==> config.mk <==
export PLATFORM = sky130hd
export DESIGN_NAME = gate_eval_arbiter
export DESIGN_NICKNAME = d
export VERILOG_FILES = /design/src/rtl/gate_eval_pkg.sv /design/src/rtl/gate_eval_arbiter_rr.sv /design/src/rtl/gate_wire2.sv /design/src/rtl/gate_eval_arbiter.sv
export SDC_FILE = /design/constraint.sdc
export NUM_CORES = 1
export LEC_CHECK = 0
export CAP_MARGIN = 20
export CORE_UTILIZATION = 42
export CTS_CLUSTER_DIAMETER = 80
export DETAILED_ROUTE_END_ITERATION = 16
export GPL_ROUTABILITY_DRIVEN = 0
export PLACE_DENSITY = 0.75
export SLEW_MARGIN = 5
export SYNTH_ARGS = -nofsm -noshare
export SYNTH_HDL_FRONTEND = slang
export SYNTH_SLANG_ARGS = --single-unit
export TNS_END_PERCENT = 10
==> constraint.sdc <==
create_clock -name clk -period 3 [get_ports clk]
set_input_delay 0.3 -clock clk [delete_from_list [all_inputs] [get_ports clk]]
set_output_delay 0.3 -clock clk [all_outputs]
set_load 0.01 [all_outputs]
==> src/rtl/gate_eval_pkg.sv <==
// Shared types and the round-robin pick function for the gate evaluator arbiter.
// Sized for the largest supported configuration (16 requesters).
package gate_eval_pkg;

    localparam int unsigned MAX_REQ  = 16;
    localparam int unsigned MAX_ID_W = 4;

    typedef enum logic [0:0] {
        EMPTY = 1'b0,
        FULL  = 1'b1
    } state_t;

    typedef struct packed {
        logic                found;
        logic [MAX_ID_W-1:0] idx;
    } pick_t;

    // Scan ptr, ptr+1, ... modulo nreq and return the first valid requester.
    function automatic pick_t rr_pick(
        input logic [MAX_REQ-1:0]  valid,
        input logic [MAX_ID_W-1:0] ptr,
        input int unsigned         nreq
    );
        pick_t       res;
        int unsigned pos;
        res = '0;
        for (int unsigned k = 0; k < MAX_REQ; k++) begin
            pos = 32'(ptr) + k;
            if (pos >= nreq) pos = pos - nreq;
            if (k < nreq && !res.found && valid[pos[MAX_ID_W-1:0]]) begin
                res.found = 1'b1;
                res.idx   = pos[MAX_ID_W-1:0];
            end
        end
        return res;
    endfunction

endpackage

==> src/rtl/gate_eval_arbiter_rr.sv <==
// Round-robin arbiter: one-hot grant and index of the first valid requester at or after ptr.
module rr_arbiter
    import gate_eval_pkg::*;
#(
    parameter int unsigned NREQ = 4,
    parameter int unsigned ID_W = $clog2(NREQ)
) (
    input  logic [NREQ-1:0] valid,
    input  logic [ID_W-1:0] ptr,
    output logic [NREQ-1:0] grant,
    output logic [ID_W-1:0] idx
);

    pick_t pick;

    always_comb begin
        pick  = rr_pick(MAX_REQ'(valid), MAX_ID_W'(ptr), NREQ);
        idx   = ID_W'(pick.idx);
        grant = '0;
        if (pick.found) grant[idx] = 1'b1;
    end

endmodule

==> src/rtl/gate_wire2.sv <==
// Shared combinational gate cell: y = (a | b) ^ (~b & c).
module gate_wire2 (
    input  logic a,
    input  logic b,
    input  logic c,
    output logic y
);

    always_comb begin
        y = (a | b) ^ (~b & c);
    end

endmodule

==> src/rtl/gate_eval_arbiter.sv <==
// Round-robin arbitration of NREQ requesters onto one shared gate_wire2 evaluator,
// with a single registered, backpressured response stage tagged by requester index.
module gate_eval_arbiter
    import gate_eval_pkg::*;
#(
    parameter int unsigned NREQ  = 4,
    parameter int unsigned ID_W  = $clog2(NREQ),
    parameter int unsigned CNT_W = 16
) (
    input  logic                clk,
    input  logic                rst,
    input  logic [NREQ-1:0]     req_valid,
    input  logic [3*NREQ-1:0]   req_abc,
    output logic [NREQ-1:0]     req_ready,
    output logic                rsp_valid,
    input  logic                rsp_ready,
    output logic                rsp_y,
    output logic [ID_W-1:0]     rsp_id,
    output logic [CNT_W-1:0]    txn_cnt
);

    state_t          state;
    logic [ID_W-1:0] ptr;
    logic [NREQ-1:0] grant;
    logic [ID_W-1:0] win_idx;
    logic [2:0]      win_abc;
    logic            can_accept;
    logic            accept;
    logic            eval_y;

    rr_arbiter #(
        .NREQ (NREQ),
        .ID_W (ID_W)
    ) u_rr (
        .valid (req_valid),
        .ptr   (ptr),
        .grant (grant),
        .idx   (win_idx)
    );

    always_comb begin
        rsp_valid  = (state == FULL);
        can_accept = !rsp_valid || rsp_ready;
        req_ready  = can_accept ? grant : '0;
        accept     = |(req_valid & req_ready);
        win_abc    = req_abc[3*win_idx +: 3];
    end

    gate_wire2 u_eval (
        .a (win_abc[2]),
        .b (win_abc[1]),
        .c (win_abc[0]),
        .y (eval_y)
    );

    // ptr moves only on accept, so a stalled winner keeps top priority.
    always_ff @(posedge clk or posedge rst) begin
        if (rst) begin
            state   <= EMPTY;
            rsp_y   <= 1'b0;
            rsp_id  <= '0;
            ptr     <= '0;
            txn_cnt <= '0;
        end else if (accept) begin
            state   <= FULL;
            rsp_y   <= eval_y;
            rsp_id  <= win_idx;
            ptr     <= (win_idx == ID_W'(NREQ - 1)) ? '0 : win_idx + 1'b1;
            txn_cnt <= txn_cnt + 1'b1;
        end else if (rsp_ready) begin
            state <= EMPTY;
        end
    end

endmodule

==> results.md, run 1 <==
- Status: complete, but fails checks
- Failing checks: negative setup slack
- Primary FF master, synth: dfrtp_1
- Most common cell after layout, fill and taps aside: clkdlybuf4s50_1
- Core area: 3340 sq um
- Hold-fix buffers, CTS: 0
- Crit end category: primary output
- Detailed-route via count: roughly 1300
- Power Density: 997 nW/um^2
- Die Span X: ~60 um
- Clock tree buffer depth: 2
- Detail Route Antenna Nets: 0
- H-tree Lvls: 1
- CP Class: register to primary output
- Die area: 3720 sq um
- Setup ws final: -95.2 ps
- Maximum clock rate: 0.323 GHz
- Slew headroom: 45.0%
- Synth async-reset ratio: 100%
- I/O pins: 43
- Startpoint types: register
- TritonCTS Buffers: 3
- WL final: 3550 um
- First-pass GRT wire length: 5420 um
- Fin crit period: 3100 ps
- Sequential Power Share: 22.0%
- Reg2reg path depth: 13
- Total GRT Usage: a little under 20%
- Synthesis-stage register bit count: 22
- Peak VDD IR: 0.000605 V
- P_leak: a little under 1 nW
- Setup TNS Final: -95.2 ps
- Die Span Y: 61.0 um
- Mapped Nets: 176
- Max Slew Vio Count: 0
- Worst Path Required: around 2700 ps
- Final Hold Fails: 0
- CTS tree: built
- GRT overflow: 0
- Period utilization: 103%
- N_diodes: 0
- Number of flops mapped to enable cells by yosys: 0
- Area Growth Syn to Fin: 46.3%
- Critical Path Fanout Max: 9
- Post-synthesis cell count: 147
- Detailed Routing Iterations Pass 1: 4
- Placed insts: roughly 250
- Count of different cell masters after synthesis: 35
- Starting Density: between 40 and 50%
- Mapped cell area: 1460 sq um
- Port bufs: 42
- Logic pwr share: roughly 70%
- Setup violators final: 1
- Vias in the first global route: 1261
- Total power: around 2.1 mW
- Ys Warns: 0
- RSZ-0062 raised after global routing: yes
- Root Driver: clkbuf_4
- Initial antenna violation count: 0
- Worst Hold Class: input pin to async pin
- Clk slew on worst S/H paths: 130 ps
- Switching Fraction: 43.7%
- Top cells by area, synth: dfrtp_1 38%, ha_1 8.6%, xor2_1 7.8%, nand2_1 4.9%, xnor2_1 3.6%
- NetSw: 0.931 mW
- Leading area contributor after synthesis: dfrtp_1
- Skew-Pair Late Insertion Delay: 310 ps
- Synth top area share: 37.7%
- Clk sink count: 22
- Share of layout cells above drive strength 1: 19.2%
- Via density per instance: 5.13
- Most frequent cells in the layout: 39 x clkdlybuf4s50_1, 22 x dfrtp_1, 19 x nand2_1, 17 x buf_4, 13 x xor2_1
- # rows: 21
- Post-Syn Area per Cell: 9.93 sq um
- Crit path DAT: around 2800 ps
- DRC: 0
- Max Cap Viol: 0
- Largest net degree at the start of global routing: 23
- Post-Layout Cell Count: 254
- P_int: 1.20 mW
- Skew final: 8.53 ps
- Wire per inst: 14.0 um
- Hpwl dp: between 2000 and 3000 um
- Final net count: between 200 and 250
- Initial DRC count: between 50 and 60
- Pre-CTS WS: -240 ps
- Seq/Total Area, Yosys: a little under two fifths
- Slew @ Worst Pin: 824 ps
- Clock share of power: 7.8%
[sequential cells by signal, summed over array words and instances (netlist names)]
signal	cells
txn_cnt	16
ptr	2
rsp_valid	1
rsp_id	2
rsp_y	1
[power by group through the flow]
stage / registers [mW] / clock network [mW] / logic (mW)
floorplan: 0.493 / 0 / 0.800
global placement: 0.479 / 0 / 1.36
detailed placement: 0.481 / 0 / 1.39
CTS: 0.466 / 0.165 / 1.45
global route: 0.478 / 0.180 / 1.63
finish: 0.468 / 0.165 / 1.50
[routing by layer]
layer  track usage, %  share of wire, %
met1             24.9                45
met2             34.5                50
met3             3.41               4.0
met4             3.90              0.70
met5                0                 0
[worst max-delay path, stage by stage, from the launching register on]
cell and delay (ps):
dfrtp_1 400, buf_4 200, mux2i_1 390, or3_4 230
a21oi_2 50, o32a_1 400, ha_1 230, and2_1 130
clkdlybuf4s50_1 470
[synth_stat cells, drive strengths merged (2+ instances only)]
cell type and n:
a21oi 3, a22oi 2, and2 5, dfrtp 22
ha 10, inv 8, mux2 4, mux2i 4
nand2 19, nand2b 3, nand3 6, nand4 7
nor2 7, nor2b 2, nor3 6, nor4 3
o21ai 3, xnor2 6, xor2 13
[stage by stage]
stage,hold slack [ps],instance area (sq um),util [%]
after detailed placement,461,2030,61.0
after floorplan,289,1460,-
after global routing,507,2140,64.0
after global placement,459,2030,61.0
after CTS,474,2100,63.0
final,440,2140,64.0
[repair_timing]
action                                  CTS  global route
setup buffers                             2             0
gates resized for setup                   6            12
pin swaps                                 1             1
endpoints found under the setup margin   21            19
[layout make-up]
cell class	count	area, sq um
clock buffer	4	36.3
multi-input combinational	115	921
sequential	22	551
fill	297	1200
tap	46	57.6
timing repair buffer	59	541
inverter	8	30.0
[path summary, 6_finish.rpt]
check                               end        start  slack [ps]
min reg2reg                 txn_cnt[15]  txn_cnt[15]         480
max                        req_ready[3]       ptr[0]        -100
min in group clk            txn_cnt[15]  txn_cnt[15]         480
min                              ptr[1]          rst         440
max reg2reg                      ptr[0]       ptr[0]          40
max in group asynchronous    txn_cnt[6]          rst        2050
[cells by family after synthesis]
family | after synthesis | share of synthesized area, %
simple gates | 62 | 23.4
flops | 22 | 37.7
xor+xnor | 19 | 11.4
compound gates | 15 | 8.40
buf+inv | 10 | 3.17
fa+ha+maj | 10 | 8.57
mux | 9 | 7.37
Power figures use the tool's default switching activity.
==> inputs of run 2 (changes only) <==
--- a/config.mk
+++ b/config.mk
@@ -6,11 +6,14 @@
 export NUM_CORES = 1
 export LEC_CHECK = 0
 export CAP_MARGIN = 20
+export CORE_MARGIN = 5
 export CORE_UTILIZATION = 42
 export CTS_CLUSTER_DIAMETER = 80
 export DETAILED_ROUTE_END_ITERATION = 16
 export GPL_ROUTABILITY_DRIVEN = 0
+export HOLD_SLACK_MARGIN = 0.06
 export PLACE_DENSITY = 0.75
+export SETUP_SLACK_MARGIN = 0.02
 export SLEW_MARGIN = 5
 export SYNTH_ARGS = -nofsm -noshare
 export SYNTH_HDL_FRONTEND = slang
==> results.md, run 2 (synthesized netlist as in run 1, its figures left out) <==
- Die Span Y: 69.0 um (+13%)
- Detailed-route via count: 1385 (+6.4%)
- P_int: 1.37 mW (+14%)
- Final net count: 247 (+3.8%)
- Detailed Routing Iterations Pass 1: 5 (+1)
- WL final: 4030 um (+13%)
- CP Class: register to register
- Root Driver: clkbuf_4
- Max reg flops: 16 (unchanged)
- Detail Route Antenna Nets: 0 (unchanged)
- First-pass GRT wire length: 6160 um (+14%)
- Initial DRC count: 95 (+76%)
- N_diodes: 0 (unchanged)
- Min Hold Slack: 443 ps (+2.50 ps)
- I/O pins: 43 (unchanged)
- H-tree Lvls: 1 (unchanged)
- Reg2reg path depth: 14 (+1)
- Period utilization: 97.0% (-6.2 points)
- Logic pwr share: 74.0% (+3.7 points)
- Max Slew Vio Count: 0 (unchanged)
- CTS tree: built
- Total GRT Usage: 16.8% (-2.7 points)
- Share of layout cells above drive strength 1: 29.5% (+10 points)
- # rows: 21 (unchanged)
- Initial antenna violation count: 0 (unchanged)
- Clk sink count: 22 (unchanged)
- Skew final: 3.95 ps (-4.58 ps)
- Maximum clock rate: 0.344 GHz (+6.4%)
- Most frequent cells in the layout: 38 x clkdlybuf4s50_1, 23 x buf_4, 21 x dfrtp_1, 18 x nand2_1, 13 x xor2_1
- Clock share of power: 6.7% (-1.1 points)
- Slew @ Worst Pin: 823 ps (-1.75 ps)
- Via density per instance: 5.27 (+2.7%)
- Placed Area: 2050 sq um (+0.98%)
- P_leak: 1.04 nW (+5.5%)
- DRC: 0 (unchanged)
- Core area: 3360 sq um (+0.79%)
- Final instance area: 2300 sq um (+7.6%)
- NetSw: 1.09 mW (+17%)
- Biggest register: txn_cnt
- Worst Path Required: 3250 ps (+550 ps)
- GRT overflow: 0 (unchanged)
- Clock tree buffer depth: 2 (unchanged)
- Power Density: 1070 nW/um^2 (+7.2%)
- Worst Hold Class: input pin to async pin
- Area Growth Syn to Fin: 57.4%
- Startpoint types: register
- Sequential Power Share: 19.4% (-2.6 points)
- Die Span X: 69.0 um (+13%)
- Critical Path Fanout Max: 5 (-4)
- Clk slew on worst S/H paths: 120 ps (about the same)
- Util after Layout: 68.3% (+4.3 points)
- Hpwl dp: 2790 um (+5.1%)
- Die area: 4760 sq um (+28%)
- Slew headroom: 45.1% (+0.12 points)
- Starting Density: 43.4% (-0.34 points)
- Most common cell after layout, fill and taps aside: clkdlybuf4s50_1
- Wire per inst: 15.3 um (+9.5%)
- Largest net degree at the start of global routing: 23 (unchanged)
- Setup violators final: 0 (-1)
- Crit end category: register
- Final Hold Fails: 0 (unchanged)
- Hold-fix buffers, CTS: 0 (unchanged)
- Max Cap Viol: 0 (unchanged)
- Top flop regs: txn_cnt x16, ptr x2, rsp_id x2
- TritonCTS Buffers: 3 (unchanged)
- Switching Fraction: 44.3% (+0.55 points)
- RSZ-0062 raised after global routing: yes
- Pre-CTS WS: -165 ps (+74.7 ps)
- Setup ws final: 90.6 ps (+186 ps)
- Skew-Pair Late Insertion Delay: 310 ps (about the same)
- Peak VDD IR: 0.000596 V (-1.6%)
- Status: complete, no violations
- Port bufs: 42 (unchanged)
- Crit path DAT: 3150 ps (+350 ps)
- Fin crit period: 2910 ps (-186 ps)
- Vias in the first global route: 1418 (+12%)
==> run 2: changes by cell type in the layout (fill, tap and decap cells not counted), sizes merged <==
cell | previous run | this run
dlygate4sd2 | 0 | 1
nand3 | 6 | 7
clkdlybuf4s50 | 39 | 38
dlymetal6s2s | 1 | 0
buf | 17 | 27
clkbuf | 6 | 5
==> run 2: path summary, 6_finish.rpt <==
| kind | from | end | slack [ps] |
|---|---|---|---|
| hold reg to reg | txn_cnt[15] | txn_cnt[15] | 480 |
| min in group clk | txn_cnt[15] | txn_cnt[15] | 480 |
| setup reg to reg | ptr[1] | txn_cnt[10] | 90 |
| setup / recovery | ptr[1] | txn_cnt[10] | 90 |
| hold / removal | rst | txn_cnt[12] | 440 |
| max in group asynchronous | rst | ptr[1] | 2000 |
==> run 2: metrics by stage <==
| step | TNS, ps | power (mW) | instances |
|---|---|---|---|
| after global placement | -12.8 | 1.86 | 249 |
| final | 0 | 2.46 | 263 |
| after detailed placement | -736 | 1.90 | 249 |
| after floorplan | 0 | 1.29 | 147 |
| after global routing | -150 | 2.64 | 263 |
| after CTS | -28.9 | 2.21 | 261 |
==> run 2: power by group through the flow <==
stage | Combinational [mW] | Sequential [mW] | Clock (mW)
after detailed placement | 1.42 | 0.483 | 0
after global placement | 1.38 | 0.479 | 0
final | 1.82 | 0.476 | 0.164
after CTS | 1.58 | 0.470 | 0.168
after floorplan | 0.800 | 0.493 | 0
after global routing | 1.97 | 0.487 | 0.175
==> run 2: what timing repair did <==
item,4_1_cts,5_1_grt
setup endpoints to repair,15,24
gates cloned,0,1
buffers inserted,8,2
resized for setup,17,32
pin swaps,2,9
==> run 2: cell type report <==
type | count | area [sq um]
Fill cell | 266 | 1060
Multi-Input combinational cell | 116 | 1020
Timing Repair Buffer | 67 | 599
Sequential cell | 22 | 552
Tap cell | 46 | 57.6
Clock buffer | 4 | 36.3
Inverter | 8 | 35.0
==> run 2: layer usage <==
metal | global-route usage (%) | share of wire (%) | vias to the layer above | routed length, um
met5 | 0 | 0 | - | 0
met4 | 3.16 | 1.1 | 0 | 46
met3 | 2.92 | 4.2 | 7 | 170
met2 | 31.8 | 53 | 42 | 2130
met1 | 19.6 | 42 | 681 | 1680
li1 | - | - | 655 | -
==> run 2: critical path, stage by stage (launching register included) <==
cell and delay [ps]:
dfrtp_2 430, buf_4 160, ha_1 180, nor2b_4 130, or3_4 360, and3_1 160
o32a_1 210, buf_6 140, inv_6 70, ha_4 130, a22oi_1 100, nand2_2 150
nand3_4 160, nor4_2 300, xnor2_1 160
==> inputs of run 3 (changes only) <==
--- a/config.mk
+++ b/config.mk
@@ -7,12 +7,13 @@
 export LEC_CHECK = 0
 export CAP_MARGIN = 20
 export CORE_MARGIN = 5
-export CORE_UTILIZATION = 42
+export CORE_UTILIZATION = 50
 export CTS_CLUSTER_DIAMETER = 80
 export DETAILED_ROUTE_END_ITERATION = 16
+export DONT_BUFFER_PORTS = 1
 export GPL_ROUTABILITY_DRIVEN = 0
 export HOLD_SLACK_MARGIN = 0.06
-export PLACE_DENSITY = 0.75
+export PLACE_DENSITY = 0.68
 export SETUP_SLACK_MARGIN = 0.02
 export SLEW_MARGIN = 5
 export SYNTH_ARGS = -nofsm -noshare
==> results.md, run 3 (synthesized netlist as in run 1, its figures left out) <==
- Status: complete, no violations
- Peak VDD IR: 0.00109 V (+83%)
- Clk sink count: 22 (unchanged)
- Biggest register: txn_cnt
- Clock tree buffer depth: 2 (unchanged)
- Wire per inst: 17.9 um (+17%)
- Max reg flops: 16 (unchanged)
- Area Growth Syn to Fin: 19.9%
- Crit path DAT: 3090 ps (-60 ps)
- Largest net degree at the start of global routing: 23 (unchanged)
- Detail Route met3 WL: 219 um (+29%)
- Clk slew on worst S/H paths: 120 ps (about the same)
- Die Span Y: 64.0 um (-7.1%)
- DR WL met2: 1770 um (-17%)
- Fin crit period: 2880 ps (-26.9 ps)
- H-tree Lvls: 1 (unchanged)
- P_int: 1.12 mW (-18%)
- Initial antenna violation count: 0 (unchanged)
- Most common cell after layout, fill and taps aside: dfrtp_1
- Share of layout cells above drive strength 1: 28.0% (-1.5 points)
- I/O pins: 43 (unchanged)
- N_diodes: 0 (unchanged)
- Skew final: 9.86 ps (+5.91 ps)
- WL final: 3430 um (-15%)
- Setup TNS Final: 0 ps (unchanged)
- Max Slew Vio Count: 0 (unchanged)
- Detailed-route via count: 1156 (-17%)
- Slew headroom: 46.2% (+1.1 points)
- DR top layer: met4
- First-pass GRT wire length: 5430 um (-12%)
- TritonCTS Buffers: 3 (unchanged)
- Clock share of power: 10.9% (+4.2 points)
- # rows: 19 (-9.5%)
- RSZ-0062 raised after global routing: yes
- Crit path buffers/inverters: 3 (unchanged)
- CP top delay family: compound AO/OA/AOI/OAI gates
- GRT overflow: 0 (unchanged)
- Final Hold Fails: 0 (unchanged)
- CP Class: register to register
- Hold path startpoint: rsp_ready
- Final instance area: 1750 sq um (-24%)
- Startpoint types: register
- Post-Layout Cell Count: 192 (-27%)
- Critical Path Fanout Max: 9 (+4)
- Placed Area: 1540 sq um (-25%)
- Slew @ Worst Pin: 805 ps (-17.2 ps)
- Die area: 4100 sq um (-14%)
- Root Driver: clkbuf_4
- Die Span X: 64.0 um (-7.1%)
- Final net count: 191 (-23%)
- Crit Reg-Reg Startpoint: ptr[0]
- Total GRT Usage: 16.5% (-0.25 points)
- Placed insts: 182 (-27%)
- Maximum clock rate: 0.347 GHz (+0.93%)
- Port bufs: 0 (-100%)
- Sequential Power Share: 24.5% (+5.1 points)
- Met1 WL: 1410 um (-16%)
- DRC: 0 (unchanged)
- Highest-delay cell along the critical path: mux4_2
- Period utilization: 96.1% (-0.90 points)
- Crit path cell chain: buf_4 -> buf_12 -> mux4_2 -> nand2_4 -> a211oi_2 -> o32a_1 -> buf_4 -> ha_2 -> a22oi_2 -> nand2_2 -> nand3_2 -> nor2_1 -> xor2_1
- Detailed Routing Iterations Pass 1: 4 (-1)
- Power Density: 1180 nW/um^2 (+11%)
- Top flop regs: txn_cnt x16, ptr x2, rsp_id x2
- Most frequent cells in the layout: 22 x dfrtp_1, 15 x nand2_1, 13 x xor2_1, 9 x buf_4, 8 x ha_1
- NetSw: 0.954 mW (-12%)
- Slowest stage delay, CP: 520 ps (+90 ps)
- Cell mode on critical path: buf_4
- Starting Density: 52.5% (+9.1 points)
- Worst setup path start: ptr[0]
- Worst Hold Class: input pin to register
- Detail Route Antenna Nets: 0 (unchanged)
- CTS tree: built
- Worst Path Required: 3210 ps (-40 ps)
- Logic pwr share: 64.6% (-9.4 points)
- Crit end category: register
- Via density per instance: 6.02 (+14%)
- Max Cap Viol: 0 (unchanged)
- Hpwl dp: 2500 um (-10%)
- Core area: 2780 sq um (-17%)
- Skew-Pair Late Insertion Delay: 310 ps (about the same)
- Vias in the first global route: 1136 (-20%)
- Setup violators final: 0 (unchanged)
- P_leak: 0.798 nW (-23%)
- Initial DRC count: 37 (-61%)
- Switching Fraction: 46.1% (+1.8 points)
==> run 3: through the flow <==
step | setup WS [ps] | hold slack, ps | total power, mW | utilization (%)
2_1_floorplan | 96.9 | 289 | 1.29 | -
3_3_place_gp | 57.4 | 372 | 1.56 | 55.4
3_5_place_dp | -103 | 387 | 1.59 | 55.4
4_1_cts | 24.5 | 236 | 1.90 | 58.9
5_1_grt | -52.7 | 238 | 2.24 | 62.9
6_report | 118 | 254 | 2.07 | 62.9
==> run 3: path summary, 6_finish.rpt <==
kind,to,slack (ps),cells after the start
min in group asynchronous,txn_cnt[12],570,2
max in group asynchronous,rsp_id[1],1920,2
setup / recovery,txn_cnt[6],120,13
setup reg to reg,txn_cnt[6],120,13
hold / removal,rsp_valid,250,2
hold reg to reg,txn_cnt[15],540,1
==> run 3: routing by layer <==
metal  vias to the layer above  global-route usage [%]
met4                         0                    5.45
met5                         -                       0
li1                        546                       -
met2                        38                    26.9
met3                         5                    5.60
met1                       567                    20.4
==> run 3: cell type report <==
| type | instances | area, sq um |
|---|---|---|
| clock inverters | 1 | 30.0 |
| multi-input cells | 116 | 981 |
| fillers | 216 | 1030 |
| inverters | 8 | 30.0 |
| well taps | 31 | 38.8 |
| repair buffers | 11 | 97.6 |
| flip-flops and latches | 22 | 551 |
| clock buffers | 3 | 22.5 |
==> run 3: repair_timing <==
item | in CTS | in global routing
hold buffers | 1 | 0
gates cloned | 0 | 1
setup buffers | 2 | 2
resized for setup | 5 | 21
endpoints found under the hold margin | 22 | 0
pin swaps | 2 | 6
endpoints found under the setup margin | 16 | 21
==> run 3: power groups by stage <==
stage / combinational [mW] / sequential [mW] / clock [mW]
final: 1.34 / 0.508 / 0.226
after CTS: 1.16 / 0.504 / 0.234
after global placement: 1.04 / 0.519 / 0
after global routing: 1.47 / 0.523 / 0.246
after detailed placement: 1.07 / 0.521 / 0
after floorplan: 0.800 / 0.493 / 0
==> run 3: worst register-to-register path, cell delays in order, from the launching register on <==
cell,delay [ps]
dfrtp_1,390
buf_4,130
buf_12,120
mux4_2,530
nand2_4,90
a211oi_2,50
o32a_1,420
buf_4,160
ha_2,190
a22oi_2,160
nand2_2,140
nand3_2,160
nor2_1,90
xor2_1,160
==> RTL change 1: new RTL, settings of run 1 <==
Change the parameter `CNT_W` from 16 to 18.
--- a/src/rtl/gate_eval_arbiter.sv
+++ b/src/rtl/gate_eval_arbiter.sv
@@ -7,3 +7,3 @@
     parameter int unsigned ID_W  = $clog2(NREQ),
-    parameter int unsigned CNT_W = 16
+    parameter int unsigned CNT_W = 18
 ) (
Ports: changed (resized txn_cnt); port bits go from 43 to 45. No check against the original RTL was run, so the function may have changed too.
==> RTL change 1 against run 1 <==
The run still ends with setup timing left; critical path type is now register to register; routed wire length rose by 5.3%; count of clock-buffer cells in the layout did not move; area after synthesis grew 4.5%; highest routed layer unchanged; via count up 6.1%; sequential cell count is 2 higher; global-route usage is 0.61 points lower; worst setup slack improved by 64 ps; total power up 16%; design area rose by 8.7%; largest cell class unchanged.
==> RTL change 1: results (changes against run 1) <==
| Metric | Value |
|---|---|
| Outcome | `finished, violations left (unchanged)` |
| Failing checks | `setup timing (unchanged)` |
| Slew headroom | `41.0% (was 45.0%)` |
| Critical R2R Capture | `txn_cnt[12] (was ptr[0])` |
| Vias in the first global route | `1346 (was 1261)` |
| # port buffers | `44 (was 42)` |
| Metal-1 WL | `1.67 mm (was 1.59 mm)` |
| Cell class contributing the biggest share of worst-path delay | `compound AO/OA/AOI/OAI gates (was buffers and inverters)` |
| Global-route wire length before repair | `5.95 mm (was 5.42 mm)` |
| Total wire length | `3.74 mm (was 3.55 mm)` |
| CP max-delay cell | `dfrtp_2 (was clkdlybuf4s50_1)` |
| WS Path Type | `register to register (was register to primary output)` |
| Hold WS | `447 ps (was 440 ps)` |
| Adder-Cell Fraction of Synth Area | `4.92% (was 8.57%)` |
| Synth top area cells | `dfrtp_1 (39%), xnor2_1 (9.2%), mux2i_1 (6.6%), ha_1 (4.9%), nand2_1 (3.4%) (was dfrtp_1 (38%), ha_1 (8.6%), xor2_1 (7.8%), nand2_1 (4.9%), xnor2_1 (3.6%))` |
| Reg area | `602 um^2 (was 551 um^2)` |
| Max VDD drop | `0.000668 V (was 0.000605 V)` |
| Post-CTS resize count | `9 (was 6)` |
| Largest net degree at the start of global routing | `26 (was 23)` |
| Worst-path maximum fanout | `11 (was 9)` |
| M1 GR Usage | `24.1% (was 24.9%)` |
| Post-DP HPWL | `2.51 mm (was 2.66 mm)` |
| Setup violations, final | `2 (was 1)` |
| Synth Instances | `150 (was 147)` |
| Synthesized flop and latch total | `24 (was 22)` |
| Share of layout cells above drive strength 1 | `25.1% (was 19.2%)` |
| Biggest regs | `txn_cnt x18, ptr x2, rsp_id x2 (was txn_cnt x16, ptr x2, rsp_id x2)` |
| Slowest stage delay, CP | `440 ps (was 470 ps)` |
| Mux cell area share after synthesis | `9.52% (was 7.37%)` |
| P_leak | `1.02 nW (was 0.986 nW)` |
| PnR worst setup slack | `-31.3 ps (was -95.2 ps)` |
| Power Sequential | `0.517 mW (was 0.468 mW)` |
| XOR/XNOR share of the synthesized area | `12.1% (was 11.4%)` |
| Met2 Usage GRT | `33.0% (was 34.5%)` |
| Setup TNS | `-33.2 ps (was -95.2 ps)` |
| Filler cell count in the final layout | `276 (was 297)` |
| Post-Synthesis Net Count | `175 (was 176)` |
| Internal power | `1.50 mW (was 1.20 mW)` |
| Setup WS pre-CTS | `-15.8 ps (was -240 ps)` |
| Synth Area in Compound Gates | `9.52% (was 8.40%)` |
| DR WL met3 | `178 um (was 143 um)` |
| Layout Skew | `8.64 ps (was 8.53 ps)` |
[RTL change 1: worst reg2reg max path, cell delays in order (launching register included)]
cell and delay, ps:
dfrtp_2 440, clkinv_4 70, ha_4 290, mux2i_1 90, or3_4 410, a311o_1 390
o311ai_4 90, ha_2 270, buf_6 110, nand2_4 50, a31oi_4 240, clkbuf_16 220
nand4_1 110, xnor2_1 150
[RTL change 1: layout make-up]
| class | instances | share of cell area, % |
|---|---|---|
| inverter | 5 | 1.02 |
| multi-input combinational | 117 | 38.8 |
| timing repair buffer | 73 | 30.2 |
| tap | 46 | 2.48 |
| sequential | 24 | 25.9 |
| clock buffer | 4 | 1.56 |
[RTL change 1: cell families after synthesis]
group | Yosys count
xor gates and xnor gates | 21
AOI/OAI and AO/OA | 15
adders and majority gates | 6
muxes | 14
buffers and inverters | 9
and+or+nand+nor | 61
DFF | 24
==> RTL change 2: new RTL, config.mk and constraints of run 1 <==
Without the edit above. Reset style: synchronous (`rst`), changed in one clocked block.
--- a/src/rtl/gate_eval_arbiter.sv
+++ b/src/rtl/gate_eval_arbiter.sv
@@ -56,3 +56,3 @@
     // ptr moves only on accept, so a stalled winner keeps top priority.
-    always_ff @(posedge clk or posedge rst) begin
+    always_ff @(posedge clk) begin
         if (rst) begin
Check against the original RTL: differs if rst is asserted again (counterexample within 4 cycles, from zero or initial values and one cycle with rst high); with rst held inactive, the same outputs for 10 cycles.
==> RTL change 2 against run 1 <==
The flow still finishes with violations (setup timing); area after synthesis grew 11%; clock power grew 65%; total power shrank 6.0%; design area increased by 27%; sequential cell count stayed put; register-to-register slack got worse by 300 ps; routed wire length grew 30%; worst setup slack worse by 160 ps.
==> RTL change 2: results (changes against run 1) <==
| Metric | Value |
|---|---|
| CTS H-tree depth | `1 (unchanged)` |
| CTS clk-pin slew, worst paths | `90 ps (was 130 ps)` |
| Share of layout cells above drive strength 1 | `34.8% (was 19.2%)` |
| Filler cell count in the final layout | `276 (was 297)` |
| Global-route wire length before repair | `7.39 mm (was 5.42 mm)` |
| Seq/Total Area, Yosys | `27.1% (was 37.7%)` |
| Outcome | `finished, violations left (unchanged)` |
| Total wire length | `4.61 mm (was 3.55 mm)` |
| Largest net degree at the start of global routing | `18 (was 23)` |
| Placed Cells | `318 (was 248)` |
| Synth cell types | `52 (was 35)` |
| Failing checks | `setup timing (unchanged)` |
| Final #Nets | `309 (was 238)` |
| Critical R2R Capture | `txn_cnt[11] (was ptr[0])` |
| PnR worst setup slack | `-257 ps (was -95.2 ps)` |
| Post-Synthesis Net Count | `225 (was 176)` |
| Hold path start | `rsp_id[1]` |
| Synth top area cells | `dfxtp_1 (27%), ha_1 (7.7%), a21oi_1 (4.9%), nor2_1 (3.9%), xnor2_1 (3.2%) (was dfrtp_1 (38%), ha_1 (8.6%), xor2_1 (7.8%), nand2_1 (4.9%), xnor2_1 (3.6%))` |
| Hold EP | `rsp_id[1]` |
| WP data arrival | `3460 ps (was 2800 ps)` |
| P_leak | `1.04 nW (was 0.986 nW)` |
| Total CTS buffers | `3 (unchanged)` |
| Hold path cells | `2` |
| Diode count | `0 (unchanged)` |
| Vias per cell | `5.40 (was 5.13)` |
| Asr flop ratio synth | `0% (was 100%)` |
| Layout Skew | `11.8 ps (was 8.53 ps)` |
| Vias in the first global route | `1733 (was 1261)` |
| Worst-path maximum fanout | `8 (was 9)` |
| DRT Pass-1 Iters | `4 (unchanged)` |
| Setup TNS | `-949 ps (was -95.2 ps)` |
| CTS tree | `built (unchanged)` |
| R2R cell count | `12 (was 13)` |
| # port buffers | `42 (unchanged)` |
| Synth top cells by count | `dfxtp_1 (22), nor2_1 (17), a21oi_1 (16) (was dfrtp_1 (22), nand2_1 (19), xor2_1 (13))` |
| Clk buf depth | `2 (unchanged)` |
| Biggest regs | `txn_cnt x16, ptr x2, rsp_id x2 (unchanged)` |
| DR WL/cell | `14.1 um (was 14.0 um)` |
| Fmax | `307 MHz (was 323 MHz)` |
| Synth Warn # | `0 (unchanged)` |
| Clock Latency Late Sink | `260 ps (was 310 ps)` |
| Reg-to-Reg Start | `ptr[0] (unchanged)` |
| CTS root buf | `clkbuf_8 (was clkbuf_4)` |
| Setup violations, final | `9 (was 1)` |
| Initial DRC Count | `66 (was 54)` |
| Tightest Pin Transition | `392 ps (was 824 ps)` |
| Tightest Hold Check Type | `register to register (was primary input to asynchronous set/reset pin)` |
| Post-DP HPWL | `3.32 mm (was 2.66 mm)` |
| Max VDD drop | `0.000579 V (was 0.000605 V)` |
| Avg Inst Size Synth | `8.29 um^2 (was 9.93 um^2)` |
| Total global-route track usage | `22.5% (was 19.5%)` |
| Initial antenna violation count | `0 (unchanged)` |
-- RTL change 2: changes by cell type after synthesis, moves of 4 or more --
cell and change:
a21oi_1 +13, dfrtp_1 -22, dfxtp_1 +22, mux2_1 +4, nand2_1 -8, nor2_1 +10
o21ai_0 +4, or3_1 +7, xor2_1 -9
-- RTL change 2: layout make-up --
cell class,instances,area [um^2],area share (%)
tap,48,60.1,2.22
sequential,22,444,16.4
clock buffer,3,41.3,1.53
clock inverter,1,30.0,1.11
multi-input combinational,153,1300,48.0
timing repair buffer,89,782,28.9
inverter,11,48.8,1.81
-- RTL change 2: how the worst max path moves through the flow --
| stage | startpoint | end | slack, ps |
|---|---|---|---|
| floorplan | ptr[0] | txn_cnt[11] | -390 |
| CTS | ptr[0] | txn_cnt[13] | -220 |
| global route | ptr[0] | txn_cnt[11] | -380 |
| finish | ptr[0] | txn_cnt[11] | -260 |
| detailed placement | req_valid[3] | txn_cnt[13] | -530 |
| global placement | req_valid[0] | txn_cnt[13] | -430 |
-- RTL change 2: worst max-delay path: stages (launching register included) --
cell and delay (ps):
dfxtp_4 440, inv_8 40, ha_4 280, mux2_4 300, a22o_1 260, and4_4 170
a21oi_4 190, ha_2 220, a22oi_2 60, and2_4 160, or4b_4 550, or3_4 390
a21oi_2 130
-- RTL change 2: where the power goes --
group	internal, mW	switching (mW)	total, mW
Clock	0.178	0.0943	0.272
Combinational	0.722	0.631	1.35
Sequential	0.333	0.0420	0.375
-- RTL change 2: stage by stage --
stage / area, um^2 / power [mW] / hold WS [ps] / worst slack [ps]
after floorplan: 1680 / 1.02 / 369 / -392
after global placement: 2390 / 1.48 / 476 / -427
after detailed placement: 2390 / 1.50 / 485 / -527
after CTS: 2590 / 1.88 / 504 / -221
after global routing: 2700 / 2.13 / 531 / -377
final: 2700 / 2.00 / 504 / -257
-- RTL change 2: kinds of logic after synthesis --
family | share of synthesized area (%)
simple gates | 24.2
fa+ha+maj | 7.70
flops | 27.1
compound gates | 21.6
buf+inv | 7.08
mux | 6.85
xor+xnor | 5.39
-- RTL change 2: per-layer routing --
metal,vias to the layer above,wire length (um),share of wire [%],GRT usage (%)
li1,878,-,-,-
met1,836,1980,43,24.9
met2,44,2370,51,41.8
met3,9,172,3.7,3.04
met4,0,84,1.8,10.8
met5,-,0,0,0
-- RTL change 2: what timing repair did --
action,CTS,global route
buffers inserted,2,3
pin swaps,10,5
resized for setup,26,24
setup endpoints to repair,26,26
